[src/rtl/mem_ctrl_pkg.sv]
// Shared definitions for the memory controller: FSM states, funct3 codes,
// lsb_op field layout and the access-size decode.
package mem_ctrl_pkg;

  typedef enum logic [1:0] {
    IDLE   = 2'd0,
    READ   = 2'd1,
    WRITE  = 2'd2,
    IOWAIT = 2'd3
  } state_t;

  // Load funct3 codes
  localparam logic [2:0] F3_LB  = 3'b000;
  localparam logic [2:0] F3_LH  = 3'b001;
  localparam logic [2:0] F3_LW  = 3'b010;
  localparam logic [2:0] F3_LBU = 3'b100;
  localparam logic [2:0] F3_LHU = 3'b101;
  // Store funct3 codes
  localparam logic [2:0] F3_SB  = 3'b000;
  localparam logic [2:0] F3_SH  = 3'b001;
  localparam logic [2:0] F3_SW  = 3'b010;

  // lsb_op = {valid, is_store, funct3[2:0]}
  localparam int OP_VALID = 4;
  localparam int OP_STORE = 3;
  localparam int OP_F3_HI = 2;
  localparam int OP_F3_LO = 0;

  // addr[17:16] value that selects the IO region
  localparam logic [1:0] IO_TAG_DEFAULT = 2'b11;

  // Bytes moved for a given funct3; unused codes behave like a word.
  function automatic logic [2:0] size_of(input logic [2:0] funct3);
    case (funct3)
      3'b000, 3'b100: size_of = 3'd1;
      3'b001, 3'b101: size_of = 3'd2;
      default:        size_of = 3'd4;
    endcase
  endfunction

endpackage

[src/rtl/mem_ctrl_extend.sv]
// Sign/zero extension of a little-endian load result according to funct3.
module mem_ctrl_extend
  import mem_ctrl_pkg::*;
(
  input  logic [2:0]  funct3,
  input  logic [31:0] raw,
  output logic [31:0] ext
);

  // Pick the extension rule; words and unused codes pass through.
  always_comb begin
    case (funct3)
      F3_LB:   ext = {{24{raw[7]}}, raw[7:0]};
      F3_LH:   ext = {{16{raw[15]}}, raw[15:0]};
      F3_LBU:  ext = {24'h0, raw[7:0]};
      F3_LHU:  ext = {16'h0, raw[15:0]};
      default: ext = raw;
    endcase
  end

endmodule

[src/rtl/mem_ctrl.sv]
// Byte-serialising memory controller shared by the load/store buffer and the
// instruction fetch unit. One transaction at a time; LSB has priority.
module mem_ctrl
  import mem_ctrl_pkg::*;
#(
  parameter logic [1:0] IO_TAG = IO_TAG_DEFAULT
)(
  input  logic        clk,
  input  logic        rst,
  input  logic        rdy,
  input  logic        flush,
  input  logic [4:0]  lsb_op,
  input  logic [31:0] lsb_addr,
  input  logic [31:0] lsb_data,
  output logic [1:0]  lsb_ready,
  output logic [31:0] lsb_mem_data,
  input  logic        if_req,
  input  logic [31:0] if_addr,
  output logic        if_done,
  output logic [31:0] if_data,
  input  logic [7:0]  mem_din,
  output logic [7:0]  mem_dout,
  output logic [31:0] mem_a,
  output logic        mem_wr,
  input  logic        io_buffer_full
);

  state_t      state_q, state_d;
  logic [31:0] base_q, base_d;
  logic [2:0]  size_q, size_d;
  logic [2:0]  funct3_q, funct3_d;
  logic        fetch_q, fetch_d;
  logic [2:0]  cnt_q, cnt_d;
  logic [31:0] rbuf_q, rbuf_d;
  logic [31:0] wdata_q, wdata_d;

  logic [1:0]  lsb_ready_d;
  logic [31:0] lsb_mem_data_d;
  logic        if_done_d;
  logic [31:0] if_data_d;
  logic [7:0]  mem_dout_d;
  logic [31:0] mem_a_d;
  logic        mem_wr_d;

  logic [2:0]  cnt_nxt;
  logic [31:0] cap_word;
  logic [31:0] ext_word;
  logic [2:0]  lsb_funct3;

  assign cnt_nxt    = cnt_q + 3'd1;
  assign lsb_funct3 = lsb_op[OP_F3_HI:OP_F3_LO];

  // Read buffer with the byte arriving this cycle merged in at the current slot.
  always_comb begin
    cap_word = rbuf_q;
    cap_word[{cnt_q[1:0], 3'b000} +: 8] = mem_din;
  end

  mem_ctrl_extend u_extend (
    .funct3 (funct3_q),
    .raw    (cap_word),
    .ext    (ext_word)
  );

  // Next-state and next-output logic for the transaction FSM.
  always_comb begin
    // NOTE: every signal gets a hold/default value first so no path leaves it
    // unassigned, which would otherwise infer a latch.
    state_d        = state_q;
    base_d         = base_q;
    size_d         = size_q;
    funct3_d       = funct3_q;
    fetch_d        = fetch_q;
    cnt_d          = cnt_q;
    rbuf_d         = rbuf_q;
    wdata_d        = wdata_q;
    lsb_ready_d    = {1'b0, lsb_ready[0]};
    lsb_mem_data_d = lsb_mem_data;
    if_done_d      = 1'b0;
    if_data_d      = if_data;
    mem_dout_d     = mem_dout;
    mem_a_d        = mem_a;
    mem_wr_d       = mem_wr;

    case (state_q)
      IDLE: begin
        if (lsb_op[OP_VALID] && !flush) begin
          base_d         = lsb_addr;
          size_d         = size_of(lsb_funct3);
          funct3_d       = lsb_funct3;
          fetch_d        = 1'b0;
          cnt_d          = 3'd0;
          rbuf_d         = 32'h0;
          mem_a_d        = lsb_addr;
          lsb_ready_d[0] = 1'b0;
          if (lsb_op[OP_STORE]) begin
            wdata_d    = lsb_data;
            mem_dout_d = lsb_data[7:0];
            if (lsb_addr[17:16] == IO_TAG && io_buffer_full) begin
              state_d  = IOWAIT;
              mem_wr_d = 1'b0;
            end else begin
              state_d  = WRITE;
              mem_wr_d = 1'b1;
            end
          end else begin
            state_d = READ;
          end
        end else if (if_req && !flush) begin
          base_d         = if_addr;
          size_d         = 3'd4;
          funct3_d       = F3_LW;
          fetch_d        = 1'b1;
          cnt_d          = 3'd0;
          rbuf_d         = 32'h0;
          mem_a_d        = if_addr;
          lsb_ready_d[0] = 1'b0;
          state_d        = READ;
        end
      end

      READ: begin
        if (flush) begin
          // Speculative read is dropped without a completion pulse.
          state_d        = IDLE;
          mem_a_d        = 32'h0;
          lsb_ready_d[0] = 1'b1;
        end else begin
          rbuf_d = cap_word;
          if (cnt_nxt == size_q) begin
            state_d        = IDLE;
            mem_a_d        = 32'h0;
            lsb_ready_d[0] = 1'b1;
            if (fetch_q) begin
              if_done_d = 1'b1;
              if_data_d = cap_word;
            end else begin
              lsb_ready_d[1] = 1'b1;
              lsb_mem_data_d = ext_word;
            end
          end else begin
            cnt_d   = cnt_nxt;
            mem_a_d = base_q + 32'(cnt_nxt);
          end
        end
      end

      WRITE: begin
        // Stores are committed at ROB head, so flush does not stop them.
        if (cnt_nxt == size_q) begin
          state_d        = IDLE;
          mem_wr_d       = 1'b0;
          mem_a_d        = 32'h0;
          mem_dout_d     = 8'h0;
          lsb_ready_d    = 2'b11;
          lsb_mem_data_d = 32'h0;
        end else begin
          cnt_d      = cnt_nxt;
          mem_a_d    = base_q + 32'(cnt_nxt);
          mem_dout_d = wdata_q[{cnt_nxt[1:0], 3'b000} +: 8];
        end
      end

      IOWAIT: begin
        // Address and first byte are already on the bus; just enable the write.
        if (!io_buffer_full) begin
          state_d  = WRITE;
          mem_wr_d = 1'b1;
        end
      end

      default: state_d = IDLE;
    endcase
  end

  // State and registered outputs; rst clears everything, rdy=0 freezes it.
  always_ff @(posedge clk) begin
    // NOTE: sequential state uses non-blocking assignments so all registers
    // update together from values sampled before the edge.
    if (rst) begin
      state_q      <= IDLE;
      base_q       <= 32'h0;
      size_q       <= 3'd0;
      funct3_q     <= 3'd0;
      fetch_q      <= 1'b0;
      cnt_q        <= 3'd0;
      rbuf_q       <= 32'h0;
      wdata_q      <= 32'h0;
      lsb_ready    <= 2'b01;
      lsb_mem_data <= 32'h0;
      if_done      <= 1'b0;
      if_data      <= 32'h0;
      mem_dout     <= 8'h0;
      mem_a        <= 32'h0;
      mem_wr       <= 1'b0;
    end else if (rdy) begin
      state_q      <= state_d;
      base_q       <= base_d;
      size_q       <= size_d;
      funct3_q     <= funct3_d;
      fetch_q      <= fetch_d;
      cnt_q        <= cnt_d;
      rbuf_q       <= rbuf_d;
      wdata_q      <= wdata_d;
      lsb_ready    <= lsb_ready_d;
      lsb_mem_data <= lsb_mem_data_d;
      if_done      <= if_done_d;
      if_data      <= if_data_d;
      mem_dout     <= mem_dout_d;
      mem_a        <= mem_a_d;
      mem_wr       <= mem_wr_d;
    end
  end

endmodule
[config.mk]
export PLATFORM = sky130hd
export DESIGN_NAME = mem_ctrl
export DESIGN_NICKNAME = d
export VERILOG_FILES = /design/src/rtl/mem_ctrl_pkg.sv /design/src/rtl/mem_ctrl_extend.sv /design/src/rtl/mem_ctrl.sv
export SDC_FILE = /design/constraint.sdc
export NUM_CORES = 1
export LEC_CHECK = 0
export BUFFER_PORTS_ARGS = -buffer_cell sky130_fd_sc_hd__clkbuf_2
export CAP_MARGIN = 20
export CORE_MARGIN = 1.5
export CORE_UTILIZATION = 25
export DETAILED_ROUTE_END_ITERATION = 8
export PLACE_DENSITY = 0.51
export SYNTH_ARGS = -nofsm -noshare
export SYNTH_HDL_FRONTEND = slang
export SYNTH_SLANG_ARGS = --single-unit
[constraint.sdc]
create_clock -name clk -period 8.6 [get_ports clk]
set_input_delay 1.72 -clock clk [delete_from_list [all_inputs] [get_ports clk]]
set_output_delay 1.72 -clock clk [all_outputs]
set_load 0.01 [all_outputs]
# Word-level counts from Yosys, hierarchy flattened
# Cells that the tools add are included.
# word_totals
elab_cells	128
reg_bits	216
# op_classes
reduce_logical	26
n_addsub	3
n_mux	59
bitwise_logic	1
n_shift	3
eq_ne	20
# ops
operator	count
$mux 32	11
$pmux 32 s2	2
$pmux 32 s4	1
$pmux 32 s3	1
$add 32x3->32	1
$bwmux 32	1
$shift 8x7->32 const A	1
$shiftx 32x6->8	1
$shiftx 8x7->32	1
$mux 3	8
$mux 8	3
$mux 1	17
$mux 2	8
$pmux 8 s2	1
$reduce_and 4->1	4
$ne 2x2->1 const B	7
$eq 3x3->1 const B	4
$reduce_and 6->1	2
$reduce_and 5->1	2
$pmux 3 s3	1
$reduce_and 3->1	3
$pmux 2 s4	1
$reduce_bool 2->1	4
$neg 5->7	1
other kinds (16)	26

# Logic depth before layout (Yosys ltp)
# Gate-level depths: netlist of run 1.
# depth
ltp_word	8
depth_mapped	12

# Hierarchy
# A second synthesis of run 1 with hierarchy kept.
# hier_totals
cells_unflattened	1285
hier_area_um2	10388.7
# modules_own_cells
mod	area_each_um2	n_inst	cells_per_inst
mem_ctrl	10033.4	1	1218
mem_ctrl_extend	355.3	1	67

# Worst setup path before layout of run 1
# OpenSTA, ideal clock, no wires.
# synth_path
path_type	flip-flop to flip-flop
startpoint	register cnt_q[0]
endpoint	register mem_a[30]
path_stages_with_launch	13
setup_ns	0.086
n_path_buf	3
arrival_time_ns	3.124
setup_slack_ns	5.390
synth_period_minus_slack_ns	3.210
cell_sequence	dfxtp_1 -> buf_2 -> buf_1 -> inv_1 -> ha_1 -> buf_2 -> inv_1 -> fa_1 -> nor2b_1 -> o2111a_1 -> nor4b_1 -> o21ai_0 -> a211oi_1
# synth_via
elab_chain_cells	5
# synth_lines
element	line_no	rtl
start, declared	mem_ctrl.sv:33	logic [2:0] cnt_q, cnt_d;
start signal, assigned	mem_ctrl.sv:202	cnt_q <= cnt_d;
$add 3x1->3 *	mem_ctrl.sv:50	assign cnt_nxt = cnt_q + 3'd1;
$add 32x3->32 / $eq 3x3->1 (equally long branches)	--	
$mux 32 *	mem_ctrl.sv:130, mem_ctrl.sv:150	
$mux 32	mem_ctrl.sv:123	if (flush) begin
$pmux 32 s3 *	mem_ctrl.sv:85	case (state_q)
end signal, assigned	mem_ctrl.sv:210	mem_a <= mem_a_d;
end, declared	mem_ctrl.sv:23	output logic [31:0] mem_a,
# Every way passes the cells marked *; elsewhere a longest branch is shown, timed or not.
# A chain may end at the register's enable or synchronous reset.

# Worst setup path after layout of run 1
# Same ends and word-level chain as after synthesis.

==> results.toml, run 1 <==
[worst_setup_path]
max_stage_delay_ps = 950
timing.rr.start = "cnt_q[0]"
crit_chain = "inv_1 -> ha_1 -> inv_1 -> fa_1 -> nor2b_1 -> o2111a_1 -> nor4b_1 -> o21ai_0 -> a211oi_1"
cp_max_fo = 20
start_kind = "register"
startpoint = "cnt_q[0]"
endpoint_kind = "register"
worstPathArrival_ps = 5000
required_ps = 9060
crit_type = "register to register"
worst_path_most_repeated_cell = "inv_1"
crit_buf_inv = 2
cp_top_family = "adder cells"
crit_path_top_delay_cell = "ha_1"

[floorplan]
io_pins = 223
initial_core_util = 0.254
die_x_microns = 204
rows = 73
die_area_sq_um = 41700
dieHeight_microns = 204
core_area_sq_um = 39800

[clock_tree]
clock-sinks = 216
cts_setup_buffers = 0
cts_root_buf = "clkbuf_16"
hold_buffers = 0
ctsResizeCount = 0
cts_buffer_depth = 3
clkLatencyLatePin_ps = 550
cts-buffers-inserted = 28
clkTransAtPathRegs_ps = 60
cts-htree-levels = 1
cts_tree = "yes"

[timing]
min_period_ps = 4540
setup_tns_ps = 0
fmax_mhz = 220
setup_viol = 0
relSlewSlack = 0.279
min_period_over_period = 0.528
hold_violations = 0
worst_pin_slew_ps = 1080
fin_skew_ps = 23.5
whs_ps = 453
report.final.slew_viol_count = 0
rsz0062_at_grt = "false"

[synth]
synth_area_leaders = "dfxtp_1 43%, nor2_1 6.2%, a211oi_1 5.9%, nand2_1 4.7%, mux2i_1 4.4%"
synth_fp_nets = 1326
synth-edff-count = 0
yosysTopAreaCell = "dfxtp_1"
synth_cells = 1197
async_flop_share = 0
ys_types = 68
yosysMostFrequentCell = "dfxtp_1"
ys_seq_elements = 216
synth_top_area_share = 0.427
ys.flop_type = "dfxtp_1"
ys_top_cells_by_count = "216 x dfxtp_1, 168 x nor2_1, 126 x nand2_1, 84 x a21oi_1, 80 x a211oi_1"
syn_avg_cell_area_sq_um = 8.46
ys_warn_count = 0
netlist_area_sq_um = 10100
yosysSeqAreaShare = 0.427

[cells_and_area]
final_area_sq_um = 12600
nets = 1500
nFillCells = 4311
syn2layout_area_growth_pct = 24.8
drive_gt1_frac = 0.223

[detailed_routing]
post_drt_wl_per_cell_microns = 17.2
drt-initial-drc-count = 532
firstDrtPassIters = 5
routed-via-count = 9311
final_antenna_net_count = 0
drt_wl_total_mm = 33.0
drc = 0
vias_per_cell = 4.86

[placement]
post_dp_cell_area_sq_um = 11600
place_congestion = 0.796
dp.final_hpwl_mm = 23.5
port_buffers = 222

[global_routing]
grt_start_max_net_pins = 81
antenna_found_initial = 4
grt_pass1_wl_mm = 51.5
grtUsageTotal = 0.157
first_global_vias = 8950
grt_overflow_total = 0

[run]
drv_cap = 0

[power]
ir_drop_mv = 0.101
cellLeakagePower_nw = 4.83
power_density_nw_per_um2 = 202

[worst_hold_path]
holdCritPathClass = "register to register"
hp-start = "lsb_mem_data[2]"

[run_status]
status = "complete, no violations"
-- worst reg2reg max path, delay by kind of cell (launching register included) --
kind            cells  cell delay, ps
fa+ha+maj           2            1450
flops               1             880
simple gates        2             680
compound gates      3             840
buf+inv             2             590
-- routing by layer --
layer	wire, microns	vias up	global-route usage
met5	43	-	0
met4	544	6	0.0370
li1	-	4639	-
met1	15700	4404	0.214
met3	1650	41	0.0268
met2	15100	221	0.256
-- final timing paths --
check                                        to  slack, ps  cells after the start
worst max-delay path                  mem_a[30]       4060                      9
worst min-delay path            lsb_mem_data[2]        450                      2
worst max register to register        mem_a[30]       4060                      9
worst min register to register  lsb_mem_data[2]        450                      2
-- report_power, final --
part / internal, mW / total [mW] / switching [mW]
clock network: 0.789 / 1.26 / 0.467
registers: 1.03 / 1.06 / 0.0291
logic: 0.0904 / 0.236 / 0.146
-- cells in the final DEF (no fill, tap or decap), drive strengths merged, types with 11 or more instances in the layout --
cell type    n
o211a       11
ha          13
a21oi       85
o221ai      14
nor2       168
xnor2       14
mux2i       45
dfxtp      216
nor3        33
nor2b       18
nand2b      13
xor2        14
o21ai       22
a22oi       27
nand3       29
inv         37
nand2      127
o22ai       17
clkbuf     256
buf         16
a211oi      80
-- layout make-up --
type | instances | area [sq um] | area share
clock inverters | 15 | 213 | 0.0168
inverters | 36 | 135 | 0.0107
multi-input cells | 852 | 5300 | 0.419
clock buffers | 35 | 778 | 0.0615
flip-flops and latches | 216 | 4320 | 0.342
diodes | 1 | 2.50 | 0.000198
repair buffers | 237 | 1230 | 0.0977
well taps | 525 | 657 | 0.0519
-- metrics by stage --
step | util | instances | total power, mW | setup slack, ps
floorplan | - | 1197 | 1.22 | 5390
global placement | 0.292 | 1863 | 1.32 | 4200
detailed placement | 0.292 | 1863 | 1.32 | 4090
CTS | 0.317 | 1913 | 2.59 | 4010
global route | 0.317 | 1916 | 2.66 | 3580
finish | 0.318 | 1917 | 2.55 | 4060
-- cells by family after synthesis --
family / count (synthesis) / synth area share
buf+inv: 129 / 0.0512
compound gates: 300 / 0.204
flops: 216 / 0.427
fa+ha+maj: 14 / 0.0180
simple gates: 452 / 0.207
mux: 57 / 0.0667
xor+xnor: 29 / 0.0265
-- state kept, by name, summed over array words and instances (netlist names) --
signal        cells
base_q           32
cnt_q             3
fetch_q           1
funct3_q          3
if_data          32
if_done           1
lsb_mem_data     32
lsb_ready         2
mem_a            32
mem_dout          8
mem_wr            1
rbuf_q           32
size_q            3
state_q           2
wdata_q          32
No activity file was read; power rests on OpenSTA's default activity.
==> inputs of run 2 (changes only) <==
--- a/config.mk
+++ b/config.mk
@@ -5,12 +5,13 @@
 export SDC_FILE = /design/constraint.sdc
 export NUM_CORES = 1
 export LEC_CHECK = 0
+export ABC_AREA = 1
 export BUFFER_PORTS_ARGS = -buffer_cell sky130_fd_sc_hd__clkbuf_2
 export CAP_MARGIN = 20
 export CORE_MARGIN = 1.5
 export CORE_UTILIZATION = 25
 export DETAILED_ROUTE_END_ITERATION = 8
-export PLACE_DENSITY = 0.51
+export PLACE_DENSITY = 0.52
 export SYNTH_ARGS = -nofsm -noshare
 export SYNTH_HDL_FRONTEND = slang
 export SYNTH_SLANG_ARGS = --single-unit
==> constraint.sdc (replaced) <==
create_clock -name clk -period 3.6 [get_ports clk]
set_input_delay 0.72 -clock clk [delete_from_list [all_inputs] [get_ports clk]]
set_output_delay 0.72 -clock clk [all_outputs]
set_load 0.01 [all_outputs]
==> run 2 against run 1 <==
Effect of this change:
- area after synthesis grew 7.7%
- maximum frequency up 53%
- non-clock buffer count increased by 11
- synthesized cell count increased by 39%
- power increased by 150%
- largest power group unchanged
==> results.toml, run 2 <==
[power]
ir_drop_mv = 0.338
power_density_nw_per_um2 = 472
cellLeakagePower_nw = 6.09

[detailed_routing]
routed-via-count = 11148
drt-initial-drc-count = 809
firstDrtPassIters = 5
post_drt_wl_per_cell_microns = 15.6
final_antenna_net_count = 0
vias_per_cell = 4.56
drc = 0
drt_wl_total_mm = 38.1

[cells_and_area]
final_core_util = 0.311
final_cell_mix = "419 x nand2_1, 357 x nor2_1, 222 x clkbuf_2"
layout_commonest_cell = "nand2_1"
num_antenna_cells = 0
syn2layout_area_growth_pct = 22.8
final_area_sq_um = 13400
nets = 1971
nFillCells = 4686
drive_gt1_frac = 0.169

[clock_tree]
cts-buffers-inserted = 26
clock-sinks = 216
cts_buffer_depth = 3
clkLatencyLatePin_ps = 550
cts_root_buf = "clkbuf_16"
clkTransAtPathRegs_ps = 60
cts-htree-levels = 1
hold_buffers = 0
cts_setup_buffers = 0
ctsResizeCount = 0
cts_tree = "yes"

[synth]
ys_seq_elements = 216
synth_area_leaders = "dfxtp_1 40%, nand2_1 14%, nor2_1 12%, o21ai_0 6.4%, nand3_1 5.0%"
ys_types = 41
synth-simple-area-share = 0.336
async_flop_share = 0
synth_fp_nets = 1790
synth_xor_xnor_area_share = 0.00722
synth_top_family_by_area = "simple AND/OR/NAND/NOR gates"
netlist_area_sq_um = 10900
ys_warn_count = 0
yosysTopAreaCell = "dfxtp_1"
yosysSeqAreaShare = 0.396
synthAdderAreaFrac = 0.0167
syn_avg_cell_area_sq_um = 6.57
ys_top_cells_by_count = "420 x nand2_1, 359 x nor2_1, 216 x dfxtp_1, 140 x o21ai_0, 108 x nand3_1"
synthMuxAreaShare = 0.0293
synth-edff-count = 0
synth-compound-area-share = 0.141
ys.flop_type = "dfxtp_1"
yosysMostFrequentCell = "nand2_1"
synth_cells = 1661
synth_top_area_share = 0.396

[worst_setup_path]
worstPathArrival_ps = 3400
cp_max_fo = 13
endpoint_kind = "register"
crit_type = "register to register"
start_kind = "register"
required_ps = 4040

[floorplan]
rows = 76
die_x_microns = 212
die_area_sq_um = 44900
dieHeight_microns = 212
initial_core_util = 0.253
io_pins = 223
core_area_sq_um = 43100

[timing]
report.final.slew_viol_count = 0
hold_violations = 0
relSlewSlack = 0.401
min_period_over_period = 0.823
rsz0062_at_grt = "false"
min_period_ps = 2960
fin_skew_ps = 17.2
whs_ps = 425
worst_pin_slew_ps = 898
setup_viol = 0
setup_tns_ps = 0
fmax_mhz = 337

[global_routing]
grt_overflow_total = 0
first_global_vias = 10462
grtUsageTotal = 0.168
grt_start_max_net_pins = 76
grt_pass1_wl_mm = 59.7
antenna_found_initial = 0

[worst_hold_path]
holdCritPathClass = "input pin to register"

[placement]
dp.final_hpwl_mm = 28.2
place_congestion = 0.921
port_buffers = 222
post_dp_cell_area_sq_um = 12500

[run_status]
status = "complete, no violations"

[run]
drv_cap = 0
## run 2: cell types whose count changed after synthesis, moves of 26 or more
| cell | previous run | this run |
|---|---|---|
| nand3_1 | 28 | 108 |
| inv_1 | 35 | 88 |
| a22oi_1 | 27 | 1 |
| o21ai_0 | 21 | 140 |
| a211oi_1 | 80 | 32 |
| nor3_1 | 32 | 2 |
| nor2_1 | 168 | 359 |
| nand2_1 | 126 | 420 |
## run 2: per-stage QoR
| step | worst slack (ps) | power (mW) | cells |
|---|---|---|---|
| after global placement | 768 | 3.71 | 2399 |
| after detailed placement | 690 | 3.72 | 2399 |
| final | 637 | 6.33 | 2445 |
| after global routing | 331 | 6.65 | 2445 |
| after CTS | 666 | 6.41 | 2445 |
| after floorplan | 753 | 3.33 | 1661 |
## run 2: worst paths after layout
check	from	endpoint	slack (ps)	cells after the start
max	cnt_q[0]	mem_a[24]	640	11
min	lsb_data[31]	wdata_q[31]	420	3
max reg2reg	cnt_q[0]	mem_a[24]	640	11
min reg2reg	wdata_q[1]	wdata_q[1]	450	2
## run 2: report_power, final
group / internal [mW] / switching, mW / leakage, nW / total [mW]
Clock: 1.59 / 1.07 / 0.427 / 2.66
Combinational: 0.356 / 0.698 / 3.90 / 1.05
Sequential: 2.52 / 0.0979 / 1.76 / 2.61
Total: 4.46 / 1.86 / 6.09 / 6.33
## run 2: cell type report
type	instances	area [sq um]	share of cell area
clock buffer	36	748	0.0558
clock inverter	10	118	0.00877
inverter	94	354	0.0264
multi-input combinational	1256	5810	0.433
sequential	216	4320	0.323
tap	585	732	0.0546
timing repair buffer	248	1320	0.0984
## run 2: cell families after synthesis
group | Yosys count
AOI/OAI and AO/OA | 285
DFF | 216
and+or+nand+nor | 916
adders and majority gates | 14
buffers and inverters | 189
muxes | 32
xor gates and xnor gates | 9
## run 2: layer usage
layer | track usage | vias to the layer above | share of wire
met1 | 0.250 | 5085 | 0.51
met4 | 0.0424 | 0 | 0.019
li1 | - | 5722 | -
met2 | 0.248 | 298 | 0.41
met5 | 0 | - | 0
met3 | 0.0269 | 43 | 0.054
## run 2: worst max-delay path, cell delays in order (launching register included)
cell	delay (ps)
dfxtp_1	370
inv_2	220
buf_4	240
ha_1	230
inv_1	70
fa_1	420
o21ai_0	600
nand3_1	270
nor2_1	200
nand2_1	70
nand3_1	80
a21oi_1	60
